===== src/rtl/spi_slave_frame_decoder_if.sv =====
// rtl/spi_slave_frame_decoder_if.sv - SPI pins and SFR bank access signals of the frame decoder
interface spi_slave_frame_decoder_if #(
    parameter int ADDR_WIDTH = 12,
    parameter int DATA_WIDTH = 16
);
    logic                  spi_csn;
    logic                  spi_sclk;
    logic                  spi_mosi;
    logic                  spi_miso;
    logic                  spi_miso_oe;
    logic [ADDR_WIDTH-1:0] wr_addr;
    logic [DATA_WIDTH-1:0] wr_data;
    logic                  wr_en;
    logic [ADDR_WIDTH-1:0] rd_addr;
    logic                  rd_en;
    logic [DATA_WIDTH-1:0] tx_data;
    logic                  frame_err;

    // Decoder side: it is the SPI slave and the SFR bank master.
    modport slave (
        input  spi_csn, spi_sclk, spi_mosi, tx_data,
        output spi_miso, spi_miso_oe, wr_addr, wr_data, wr_en, rd_addr, rd_en, frame_err
    );

    // Environment side: SPI master pins plus the SFR bank read-data return.
    modport master (
        output spi_csn, spi_sclk, spi_mosi, tx_data,
        input  spi_miso, spi_miso_oe, wr_addr, wr_data, wr_en, rd_addr, rd_en, frame_err
    );
endinterface


===== src/rtl/spi_slave_frame_decoder.sv =====
// rtl/spi_slave_frame_decoder.sv - mode 0 SPI slave decoding header+data frames into SFR strobes
module spi_slave_frame_decoder #(
    parameter int ADDR_WIDTH  = 12,
    parameter int DATA_WIDTH  = 16,
    parameter int RD_LATENCY  = 1,
    parameter int SYNC_STAGES = 2
) (
    input  logic                    clk,
    input  logic                    rst,
    spi_slave_frame_decoder_if.slave bus
);
    localparam int HDR_BITS = 16;
    localparam int FL       = HDR_BITS + DATA_WIDTH;
    localparam int LAT_W    = $clog2(RD_LATENCY + 1) + 1;

    localparam logic [5:0]       HDR_LAST = 6'(HDR_BITS - 1);
    localparam logic [5:0]       HDR_CNT  = 6'(HDR_BITS);
    localparam logic [5:0]       FL_LAST  = 6'(FL - 1);
    localparam logic [5:0]       FL_CNT   = 6'(FL);
    localparam logic [LAT_W-1:0] LAT_END  = LAT_W'(RD_LATENCY);

    typedef enum logic [2:0] {IDLE, HDR, RD_WAIT, DATA, DONE} state_t;

    state_t state_q, state_d;

    logic [SYNC_STAGES-1:0] csn_sync;
    logic [SYNC_STAGES-1:0] sclk_sync;
    logic [SYNC_STAGES-1:0] mosi_sync;
    logic                   csn_prev;
    logic                   sclk_prev;
    logic                   csn_s;
    logic                   sclk_s;
    logic                   mosi_s;
    logic                   csn_fall;
    logic                   csn_rise;
    logic                   sclk_rise;
    logic                   sclk_fall;

    logic [5:0]             bit_cnt;
    logic [14:0]            hdr_sr;
    logic [15:0]            hdr_next;
    logic [DATA_WIDTH-1:0]  data_sr;
    logic [DATA_WIDTH:0]    data_next;
    logic [DATA_WIDTH-1:0]  tx_sr;
    logic [LAT_W-1:0]       lat_cnt;
    logic                   rnw_q;
    logic [ADDR_WIDTH-1:0]  addr_q;

    logic [ADDR_WIDTH-1:0]  wr_addr_q;
    logic [DATA_WIDTH-1:0]  wr_data_q;
    logic                   wr_en_q;
    logic [ADDR_WIDTH-1:0]  rd_addr_q;
    logic                   rd_en_q;
    logic                   frame_err_q;

    logic                   frame_start;
    logic                   frame_stop;
    logic                   cnt_en;
    logic                   hdr_done;
    logic                   load_tx;
    logic                   shift_tx;
    logic                   frame_end;
    logic                   spare_unused;

    // CSN synchroniser resets low so a frame already in progress at reset
    // release is skipped; the resulting rise is seen in IDLE and ignored.
    always_ff @(posedge clk or posedge rst) begin
        if (rst) begin
            csn_sync  <= '0;
            sclk_sync <= '0;
            mosi_sync <= '0;
            csn_prev  <= 1'b0;
            sclk_prev <= 1'b0;
        end else begin
            csn_sync  <= {csn_sync[SYNC_STAGES-2:0], bus.spi_csn};
            sclk_sync <= {sclk_sync[SYNC_STAGES-2:0], bus.spi_sclk};
            mosi_sync <= {mosi_sync[SYNC_STAGES-2:0], bus.spi_mosi};
            csn_prev  <= csn_s;
            sclk_prev <= sclk_s;
        end
    end

    assign csn_s     = csn_sync[SYNC_STAGES-1];
    assign sclk_s    = sclk_sync[SYNC_STAGES-1];
    assign mosi_s    = mosi_sync[SYNC_STAGES-1];
    assign csn_fall  = csn_prev & ~csn_s;
    assign csn_rise  = ~csn_prev & csn_s;
    assign sclk_rise = ~sclk_prev & sclk_s;
    assign sclk_fall = sclk_prev & ~sclk_s;

    assign hdr_next     = {hdr_sr, mosi_s};
    assign data_next    = {data_sr, mosi_s};
    assign spare_unused = ^{hdr_next, data_next};

    always_ff @(posedge clk or posedge rst) begin
        if (rst) begin
            state_q <= IDLE;
        end else begin
            state_q <= state_d;
        end
    end

    // A CSN rise outranks any SCLK edge seen in the same clk.
    always_comb begin
        state_d     = state_q;
        frame_start = 1'b0;
        frame_stop  = 1'b0;
        cnt_en      = 1'b0;
        hdr_done    = 1'b0;
        load_tx     = 1'b0;
        shift_tx    = 1'b0;
        frame_end   = 1'b0;
        if (state_q == IDLE) begin
            if (csn_fall) begin
                frame_start = 1'b1;
                state_d     = HDR;
            end
        end else if (csn_rise) begin
            frame_stop = 1'b1;
            state_d    = IDLE;
        end else begin
            cnt_en = sclk_rise;
            case (state_q)
                HDR: begin
                    if (sclk_rise && bit_cnt == HDR_LAST) begin
                        hdr_done = 1'b1;
                        state_d  = hdr_next[15] ? RD_WAIT : DATA;
                    end
                end
                RD_WAIT: begin
                    if (lat_cnt == LAT_END) begin
                        load_tx = 1'b1;
                        state_d = DATA;
                    end
                end
                DATA: begin
                    if (sclk_rise && bit_cnt == FL_LAST) begin
                        frame_end = 1'b1;
                        state_d   = DONE;
                    end
                    // The first fall after the header leaves the freshly loaded MSB in place.
                    if (sclk_fall && rnw_q && bit_cnt > HDR_CNT) begin
                        shift_tx = 1'b1;
                    end
                end
                default: begin
                    state_d = state_q;
                end
            endcase
        end
    end

    always_ff @(posedge clk or posedge rst) begin
        if (rst) begin
            bit_cnt     <= '0;
            hdr_sr      <= '0;
            data_sr     <= '0;
            tx_sr       <= '0;
            lat_cnt     <= '0;
            rnw_q       <= 1'b0;
            addr_q      <= '0;
            wr_addr_q   <= '0;
            wr_data_q   <= '0;
            wr_en_q     <= 1'b0;
            rd_addr_q   <= '0;
            rd_en_q     <= 1'b0;
            frame_err_q <= 1'b0;
        end else begin
            wr_en_q     <= 1'b0;
            rd_en_q     <= 1'b0;
            frame_err_q <= 1'b0;

            if (frame_start) begin
                bit_cnt <= '0;
                tx_sr   <= '0;
                rnw_q   <= 1'b0;
            end else if (cnt_en && bit_cnt != FL_CNT) begin
                bit_cnt <= bit_cnt + 6'd1;
            end

            if (cnt_en && state_q == HDR) begin
                hdr_sr <= hdr_next[14:0];
            end
            if (cnt_en && state_q == DATA) begin
                data_sr <= data_next[DATA_WIDTH-1:0];
            end

            if (hdr_done) begin
                rnw_q   <= hdr_next[15];
                addr_q  <= hdr_next[ADDR_WIDTH-1:0];
                lat_cnt <= '0;
                if (hdr_next[15]) begin
                    rd_en_q   <= 1'b1;
                    rd_addr_q <= hdr_next[ADDR_WIDTH-1:0];
                end
            end else if (state_q == RD_WAIT) begin
                lat_cnt <= lat_cnt + LAT_W'(1);
            end

            if (load_tx) begin
                tx_sr <= bus.tx_data;
            end else if (shift_tx) begin
                tx_sr <= tx_sr << 1;
            end

            if (frame_end && !rnw_q) begin
                wr_en_q   <= 1'b1;
                wr_addr_q <= addr_q;
                wr_data_q <= data_next[DATA_WIDTH-1:0];
            end

            if (frame_stop) begin
                frame_err_q <= (bit_cnt != 6'd0) && (bit_cnt < FL_CNT);
            end
        end
    end

    assign bus.spi_miso    = (state_q == RD_WAIT || state_q == DATA) ? tx_sr[DATA_WIDTH-1] : 1'b0;
    assign bus.spi_miso_oe = (state_q != IDLE);
    assign bus.wr_addr     = wr_addr_q;
    assign bus.wr_data     = wr_data_q;
    assign bus.wr_en       = wr_en_q;
    assign bus.rd_addr     = rd_addr_q;
    assign bus.rd_en       = rd_en_q;
    assign bus.frame_err   = frame_err_q;
endmodule

===== src/flat_wrapper.sv =====
// flat-port wrapper written by rule: the top's interface ports become plain ports
module spi_slave_frame_decoder_flat 
#(
    parameter int ADDR_WIDTH  = 12,
    parameter int DATA_WIDTH  = 16,
    parameter int RD_LATENCY  = 1,
    parameter int SYNC_STAGES = 2
)
  (clk, rst, bus_spi_csn, bus_spi_sclk, bus_spi_mosi, bus_tx_data, bus_spi_miso, bus_spi_miso_oe, bus_wr_addr, bus_wr_data, bus_wr_en, bus_rd_addr, bus_rd_en, bus_frame_err);
  spi_slave_frame_decoder_if #(.ADDR_WIDTH(ADDR_WIDTH), .DATA_WIDTH(DATA_WIDTH)) bus_i ();
  input  logic clk;
  input  logic rst;
  input wire logic [$bits(bus_i.spi_csn)-1:0] bus_spi_csn;
  input wire logic [$bits(bus_i.spi_sclk)-1:0] bus_spi_sclk;
  input wire logic [$bits(bus_i.spi_mosi)-1:0] bus_spi_mosi;
  input wire logic [$bits(bus_i.tx_data)-1:0] bus_tx_data;
  output wire logic [$bits(bus_i.spi_miso)-1:0] bus_spi_miso;
  output wire logic [$bits(bus_i.spi_miso_oe)-1:0] bus_spi_miso_oe;
  output wire logic [$bits(bus_i.wr_addr)-1:0] bus_wr_addr;
  output wire logic [$bits(bus_i.wr_data)-1:0] bus_wr_data;
  output wire logic [$bits(bus_i.wr_en)-1:0] bus_wr_en;
  output wire logic [$bits(bus_i.rd_addr)-1:0] bus_rd_addr;
  output wire logic [$bits(bus_i.rd_en)-1:0] bus_rd_en;
  output wire logic [$bits(bus_i.frame_err)-1:0] bus_frame_err;
  assign bus_i.spi_csn = bus_spi_csn;
  assign bus_i.spi_sclk = bus_spi_sclk;
  assign bus_i.spi_mosi = bus_spi_mosi;
  assign bus_i.tx_data = bus_tx_data;
  assign bus_spi_miso = bus_i.spi_miso;
  assign bus_spi_miso_oe = bus_i.spi_miso_oe;
  assign bus_wr_addr = bus_i.wr_addr;
  assign bus_wr_data = bus_i.wr_data;
  assign bus_wr_en = bus_i.wr_en;
  assign bus_rd_addr = bus_i.rd_addr;
  assign bus_rd_en = bus_i.rd_en;
  assign bus_frame_err = bus_i.frame_err;
  spi_slave_frame_decoder #(.ADDR_WIDTH(ADDR_WIDTH), .DATA_WIDTH(DATA_WIDTH), .RD_LATENCY(RD_LATENCY), .SYNC_STAGES(SYNC_STAGES)) u_core (.clk(clk), .rst(rst), .bus(bus_i));
endmodule

===== config.mk =====
export PLATFORM = sky130hd
export DESIGN_NAME = spi_slave_frame_decoder_flat
export DESIGN_NICKNAME = d
export VERILOG_FILES = /design/src/rtl/spi_slave_frame_decoder_if.sv /design/src/rtl/spi_slave_frame_decoder.sv /design/src/flat_wrapper.sv
export SDC_FILE = /design/constraint.sdc
export NUM_CORES = 1
export LEC_CHECK = 0
export BUFFER_PORTS_ARGS = -buffer_cell sky130_fd_sc_hd__buf_2
export CORE_MARGIN = 2
export CORE_UTILIZATION = 40
export CTS_BUF_LIST = sky130_fd_sc_hd__clkbuf_4
export DETAILED_ROUTE_END_ITERATION = 12
export GPL_ROUTABILITY_DRIVEN = 0
export SETUP_SLACK_MARGIN = 0.3
export SYNTH_ARGS = -nofsm -noshare
export SYNTH_HDL_FRONTEND = slang
export SYNTH_SLANG_ARGS = --single-unit

===== constraint.sdc =====
create_clock -name clk -period 7.7 [get_ports clk]
set_input_delay 0.385 -clock clk [delete_from_list [all_inputs] [get_ports clk]]
set_output_delay 0.385 -clock clk [all_outputs]
set_load 0.03 [all_outputs]

==> reports/metrics.csv, run 1 <==
stage,metric,value,unit
cts,root buffer cell,clkbuf_4,
sta,# setup viols final,0,
worst_hold_path,worst hold path type,primary input to flop,
synthesis,cell count after synthesis,327,
synthesis,Post-synth EDFFs,0,
power,Max IR drop VDD,116.2,µV
floorplan,die outline height,114.1,µm
power,PD cells,229.7,nW/µm²
finish,Area Growth Syn to Fin,16.23,%
grt,pin count of the biggest net entering global routing,86,
worst_setup_path,critical path peak fanout,16,
routing,Routed WL,8.556,mm
synthesis,Post-synth ARST share,1.000,
cts,clock buffer depth,2,
worst_setup_path,WP data required,8.08,ns
job,Max-Cap Viols,0,
sta,Final Hold Viols,0,
floorplan,die footprint,13020,µm²
sta,max-slew violations,0,
cts,Clock Latency Late Sink,0.50,ns
worst_setup_path,crit path launch type,flop,
floorplan,Starting Density,0.4070,
sta,Final min period,2.514,ns
finish,Finished Layout Cells,563,
finish,Layout fillers,1092,
synthesis,yosys warns,0,
routing,Initial DRT Pass Iterations,4,
synthesis,ys flop type,dfrtp_1,
synthesis,post-synth net total,351,
sta,clock skew,0.02715,ns
floorplan,Chip Width,114.1,µm
cts,Post-CTS Hold Buffers,4,
sta,Hold Slack,0.1257,ns
routing,Vias/cell,5.055,
run_status,outcome,completed,
synthesis,Seq cells post-synth,121,
synthesis,area of the mapped netlist,4848,µm²
routing,DRT iter0 DRCs,129,
cts,Post-CTS Setup Repair Bufs,0,
grt,Tot GR Track Use,0.1452,
finish,diode count,0,
power,total power,0.001295,W
sta,max_slew headroom,0.3092,
worst_setup_path,Crit Path Class,flop to flop,
sta,crit share post-route,0.3265,
routing,drt wl/cell,15.20,µm
floorplan,Boundary Pins,66,
synthesis,Post-Syn Area per Cell,14.83,µm²
grt,number of global-route vias before repair,2909,
placed_design,HPWL after DPL,5.481,mm
floorplan,row cnt,40,
grt,initial antenna violation count,0,
sta,Slew @ Worst Pin,1.036,ns
placed_design,cell total after placement,528,
grt,grt total ovfl,0,
worst_setup_path,critical path endpoint category,flop,
cts,clk sinks,121,
synthesis,"Seq/Total Area, Yosys",0.6245,
worst_setup_path,crit path DAT,2.89,ns
cts,TritonCTS clock tree,built,
finish,most frequent cells in the layout,"dfrtp_1, mux2_2, buf_2",
sta,Fin Setup TNS,0,ns
cts,Post-CTS Resized,0,
sta,Max Fclk,0.3978,GHz
finish,Layout Nets,428,
power,Leakage,2.940,nW
cts,H-tree depth,4,
routing,post-route ant nets,0,
cts,clock transition at the registers of the reported paths,0.11,ns
grt,global-route wire length before repair,14.63,mm
floorplan,Core ar.,11910,µm²
cts,Num CTS Buffers,17,
finish,share of layout cells above drive strength 1,0.4327,
routing,Vias,2846,
synthesis,Yosys cell types,42,
placed_design,Port Buffers,65,
routing,DRC violations left,0,
sta,unrepaired setup endpoints after global routing,no,
finish,"most common cell after layout, fill and taps aside",dfrtp_1,
[critical path, cell delays in order, from the launching register on]
cell,delay [ns]
dfrtp_1,0.43
nand2b_1,0.29
nand3_4,0.16
nor4_4,0.82
nor3_2,0.33
a221o_1,0.37
[Yosys cell counts, types with 3 or more instances]
master    instances  area [µm²]
a22o_1            8       70.07
nor2_1           12       45.04
a221o_1           8       80.08
inv_1             7       26.28
nand2b_1          5       31.28
mux2_2           71       799.5
xnor2_1           3       26.28
buf_2             7       35.03
mux2_1           11       123.9
ha_1              3       37.54
nand2_1           7       26.28
a21o_1            7       52.55
dfrtp_1         121        3028
nor3_1            4       20.02
nand3b_1          3       22.52
buf_4             5       37.54
nor2b_1           3       18.77
and2_1            8       50.05
[per-layer routing]
metal | GRT usage | up-vias | part of all wire
li1 | - | 1328 | -
met1 | 0.1999 | 1448 | 0.49
met2 | 0.2087 | 66 | 0.45
met3 | 0.05982 | 4 | 0.061
met4 | 0.04959 | 0 | 0.0053
met5 | 0 | - | 0
[where the power goes]
group / total (W) / switching, W / internal (W)
Combinational: 0.000107 / 0.0000551 / 0.0000515
Sequential: 0.000720 / 0.0000425 / 0.000677
Clock: 0.000468 / 0.000242 / 0.000226
[registers in the layout, indices dropped and copies added, names as in the netlist, 2 cells and up]
signal	cells
u_core.addr_q	12
u_core.bit_cnt	6
u_core.bus.rd_addr	12
u_core.bus.wr_addr	12
u_core.bus.wr_data	16
u_core.csn_sync	2
u_core.data_sr	15
u_core.hdr_sr	15
u_core.lat_cnt	2
u_core.mosi_sync	2
u_core.sclk_sync	2
u_core.state_q	3
u_core.tx_sr	16
[cell type report]
cell class / count / area (µm²) / area share
sequential: 121 / 3028 / 0.5373
multi-input combinational: 185 / 1707 / 0.3028
timing repair buffer: 72 / 387.9 / 0.06883
tap: 147 / 183.9 / 0.03264
clock inverter: 14 / 172.7 / 0.03064
clock buffer: 17 / 127.6 / 0.02265
inverter: 7 / 28.78 / 0.005107
[path summary, 6_finish.rpt]
check | start | end | slack, ns | depth (start not counted)
worst max-delay path | u_core.csn_sync[1] | u_core.tx_sr[10] | 5.19 | 5
worst min-delay path | bus_tx_data[0] | u_core.tx_sr[0] | 0.13 | 2
worst max register to register | u_core.csn_sync[1] | u_core.tx_sr[10] | 5.19 | 5
worst min register to register | u_core.mosi_sync[0] | u_core.mosi_sync[1] | 0.36 | 0
max in group asynchronous | rst | u_core.bit_cnt[5] | 5.85 | 4
min in group asynchronous | rst | u_core.addr_q[11] | 0.44 | 3
[through the flow]
stage          area [µm²]  setup slack (ns)    util
2_1_floorplan        4848             4.101       -
3_3_place_gp         5295             5.275  0.4445
3_5_place_dp         5295             5.171  0.4445
4_1_cts              5635             5.151  0.4731
5_1_grt              5635             5.017  0.4731
6_report             5635             5.186  0.4731
[cells by family (layout without fill, tap and decap cells)]
| kind of cell | after synthesis | after routing | share of synthesized area |
|---|---|---|---|
| multiplexers | 84 | 84 | 0.1946 |
| XOR/XNOR | 4 | 4 | 0.007227 |
| flip-flops | 121 | 121 | 0.6245 |
| AO/OA/AOI/OAI | 33 | 33 | 0.05652 |
| buffers and inverters | 21 | 110 | 0.02348 |
| AND/OR/NAND/NOR | 61 | 61 | 0.08594 |
| adder cells (fa/ha/maj) | 3 | 3 | 0.007743 |
Power figures use the tool's default switching activity.
==> run 2, diff against run 1 <==
--- a/config.mk
+++ b/config.mk
@@ -5,6 +5,7 @@
 export SDC_FILE = /design/constraint.sdc
 export NUM_CORES = 1
 export LEC_CHECK = 0
+export ABC_AREA = 1
 export BUFFER_PORTS_ARGS = -buffer_cell sky130_fd_sc_hd__buf_2
 export CORE_MARGIN = 2
 export CORE_UTILIZATION = 40
==> constraint.sdc (replaced) <==
create_clock -name clk -period 2.3 [get_ports clk]
set_input_delay 0.115 -clock clk [delete_from_list [all_inputs] [get_ports clk]]
set_output_delay 0.115 -clock clk [all_outputs]
set_load 0.03 [all_outputs]
==> run 2 against run 1 <==
Net effect: critical path depth grew 4; critical path type unchanged; hold slack better by 0.14 ns; first-iteration DRC count grew 98%; register-to-register slack got worse by 4.6 ns; combinational power increased to 9.6 times the previous value; sequential power rose to 3.7 times the previous value; clock power grew to 3.2 times the previous value; global-route usage grew 1.4 points; clock-buffer cell count is 1 higher.
==> reports/metrics.csv, run 2 <==
stage,metric,value,unit,change
run_status,outcome,completed,,
finish,Area Growth Syn to Fin,19.00,%,
worst_setup_path,WP data required,2.67,ns,-5.41 ns
placed_design,HPWL after DPL,6.993,mm,+28%
grt,GR peak layer,met2,,
grt,Tot GR Track Use,0.1591,,+0.01391
finish,Layout Nets,679,,+59%
grt,met3 usage,0.03731,,-0.02251
worst_setup_path,Top delay family on crit path,simple AND/OR/NAND/NOR gates,,
routing,post-route ant nets,0,,unchanged
sta,Fin Setup TNS,0,ns,unchanged
floorplan,die outline height,117.6,µm,+3.0%
cts,clock transition at the registers of the reported paths,0.10,ns,about the same
cts,clock buffer depth,2,,unchanged
grt,met2 Use GR,0.2529,,+0.04419
sta,Final Hold Viols,0,,unchanged
worst_setup_path,FF-to-FF End,u_core.bus.wr_addr[6],,
worst_setup_path,critical path peak fanout,56,,+40
routing,Vias,3877,,+36%
synthesis,Yosys cell types,26,,-38%
sta,clock skew,0.01695,ns,-0.01020 ns
sta,Final min period,1.717,ns,-0.7969 ns
power,PD cells,847.2,nW/µm²,+270%
placed_design,Placed Area,5643,µm²,+6.6%
floorplan,Starting Density,0.4087,,+0.001647
grt,grt total ovfl,0,,unchanged
grt,grt met1 use,0.2100,,+0.01012
synthesis,area of the mapped netlist,5157,µm²,+6.4%
synthesis,Seq cells post-synth,121,,unchanged
synthesis,Synth area leaders,"dfrtp_1, nand2_1, inv_1",,
sta,Slew @ Worst Pin,0.7537,ns,-0.2825 ns
grt,global-route wire length before repair,17.81,mm,+22%
routing,Initial DRT Pass Iterations,5,,+1
worst_hold_path,hold worst-path end,u_core.mosi_sync[0],,
power,Max IR drop VDD,396.1,µV,+240%
synthesis,synth cell count leaders,"nand2_1, dfrtp_1, inv_1",,
finish,share of layout cells above drive strength 1,0.2231,,-0.2096
cts,clk sinks,121,,unchanged
grt,number of global-route vias before repair,3756,,+29%
finish,diode count,0,,unchanged
worst_setup_path,Crit Path Class,flop to flop,,
grt,initial antenna violation count,0,,unchanged
routing,Vias/cell,4.615,,-8.7%
worst_setup_path,slowest CP cell,dfrtp_1,,
floorplan,die footprint,13820,µm²,+6.1%
synthesis,cell taking the most area after synthesis,dfrtp_1,,
synthesis,cell count after synthesis,562,,+72%
worst_setup_path,CP peak stage delay,0.39,ns,-0.43 ns
worst_setup_path,worst path bufs/invs,1,,+1
sta,max_slew headroom,0.4965,,+0.1873
placed_design,Port Buffers,65,,unchanged
cts,Post-CTS Setup Repair Bufs,0,,unchanged
cts,Clock Latency Late Sink,0.50,ns,about the same
sta,Final WS setup,0.5832,ns,-4.603 ns
floorplan,Chip Width,117.6,µm,+3.0%
worst_setup_path,r2r setup slk,0.58,ns,-4.60 ns
finish,"most common cell after layout, fill and taps aside",nand2_1,,
sta,crit share post-route,0.7465,,+0.4200
routing,DRC violations left,0,,unchanged
synthesis,"Seq/Total Area, Yosys",0.5871,,-0.03742
sta,max-slew violations,0,,unchanged
worst_setup_path,CP Launch Point,u_core.bit_cnt[0],,
worst_hold_path,HP Start,bus_spi_mosi,,
worst_setup_path,crit path DAT,2.09,ns,-0.80 ns
cts,H-tree depth,4,,unchanged
sta,Max Fclk,0.5825,GHz,+46%
worst_setup_path,ordered cell list for the critical path,ha_1 -> nand2_1 -> nor2_2 -> nand2_1 -> nor2_1 -> nand2_2 -> buf_12 -> nand2_1 -> o21ai_0,,
floorplan,row cnt,41,,+2.5%
worst_setup_path,crit path launch type,flop,,
job,Max-Cap Viols,0,,unchanged
floorplan,Core ar.,12620,µm²,+5.9%
cts,Num CTS Buffers,17,,unchanged
routing,drt wl/cell,12.09,µm,-20%
worst_setup_path,critical path endpoint category,flop,,
cts,TritonCTS clock tree,built,,
synthesis,Post-synth ARST share,1.000,,unchanged
routing,Routed WL,10.15,mm,+19%
grt,pin count of the biggest net entering global routing,57,,-34%
worst_hold_path,worst hold path type,primary input to flop,,
sta,unrepaired setup endpoints after global routing,no,,
synthesis,yosys warns,0,,unchanged
worst_setup_path,Crit path top cell by count,nand2_1,,
sta,# setup viols final,0,,unchanged
cts,root buffer cell,clkbuf_4,,
synthesis,post-synth net total,586,,+67%
worst_setup_path,path depth of the worst reg2reg path,9,,+4
synthesis,top-count cell post-synth,nand2_1,,
finish,most frequent cells in the layout,"nand2_1, dfrtp_1, inv_1",,
synthesis,ys flop type,dfrtp_1,,
placed_design,Place WS,0.5353,ns,-4.636 ns
synthesis,Post-Syn Area per Cell,9.177,µm²,-38%
finish,Layout fillers,1247,,+14%
finish,Final Instance Area,6137,µm²,+8.9%
finish,footprint of the multi-input gates,1688,µm²,-1.1%
synthesis,Post-synth EDFFs,0,,unchanged
finish,FF+latch area,3028,µm²,unchanged
power,Leakage,3.129,nW,+6.4%
worst_hold_path,Worst Hold Path Cells,2,,unchanged
floorplan,Boundary Pins,66,,unchanged
synthesis,top cell type's share of synthesized area,0.5871,,-0.03742
routing,DRT iter0 DRCs,255,,+98%
worst_setup_path,R2R Path Start,u_core.bit_cnt[0],,
==> run 2: cell count changes in the layout (fill, tap and decap cells not counted), moves of 8 or more <==
cell / previous run / this run
nand2_1: 7 / 163
mux2_2: 71 / 0
inv_1: 6 / 73
o21ai_0: 2 / 52
nand3_1: 2 / 45
o21ai_2: 0 / 21
dlygate4sd3_1: 4 / 20
o21ai_1: 0 / 12
mux2_1: 11 / 0
a221o_1: 8 / 0
a22o_1: 8 / 0
and2_1: 8 / 0
==> run 2: timing repair <==
item	CTS	global route
hold buffers	20	0
setup endpoints to repair	0	2
gates resized for setup	0	1
endpoints found under the hold margin	51	0
==> run 2: worst max-delay path by stage <==
stage,to,slack (ns),cells after the start
2_1_floorplan,u_core.addr_q[0],0.70,1
3_3_place_gp,u_core.hdr_sr[12],0.62,6
3_5_place_dp,u_core.hdr_sr[11],0.54,6
4_1_cts,u_core.hdr_sr[9],0.51,5
5_1_grt,u_core.tx_sr[14],0.45,9
6_report,u_core.bus.wr_addr[6],0.58,9
==> run 2: kinds of logic after synthesis <==
kind of cell / count (synthesis) / synth area share
flip-flops: 121 / 0.5871
adder cells (fa/ha/maj): 3 / 0.007279
buffers and inverters: 97 / 0.08661
AND/OR/NAND/NOR: 248 / 0.2099
XOR/XNOR: 5 / 0.008491
AO/OA/AOI/OAI: 88 / 0.1007
==> run 2: power by group <==
| group | leakage, nW | total (W) | switching, W | internal [W] |
|---|---|---|---|---|
| sequential | 1.64 | 0.00265 | 0.000217 | 0.00243 |
| clock | 0.149 | 0.00152 | 0.000769 | 0.000751 |
| combinational | 1.34 | 0.00103 | 0.000663 | 0.000367 |
==> run 2: stage by stage <==
step / hold slack, ns / util / total power (W) / instances
after floorplan: 0.1464 / - / 0.003431 / 562
after global placement: 0.2248 / 0.4472 / 0.003648 / 788
after detailed placement: 0.2300 / 0.4472 / 0.003704 / 788
after CTS: 0.2258 / 0.4861 / 0.005266 / 840
after global routing: 0.2199 / 0.4863 / 0.005583 / 840
final: 0.2670 / 0.4863 / 0.005200 / 840
==> run 2: final cells by class <==
| type | count | area share |
|---|---|---|
| timing repair buffer | 95 | 0.1019 |
| sequential | 121 | 0.4934 |
| clock buffer | 18 | 0.02202 |
| tap | 172 | 0.03507 |
| clock inverter | 14 | 0.02548 |
| inverter | 76 | 0.04709 |
| multi-input combinational | 344 | 0.2750 |
==> run 2: layer usage <==
metal,routed length (µm),up-vias
met5,0,-
met4,104,0
met3,413,12
met2,5074,75
met1,4563,1834
li1,-,1956
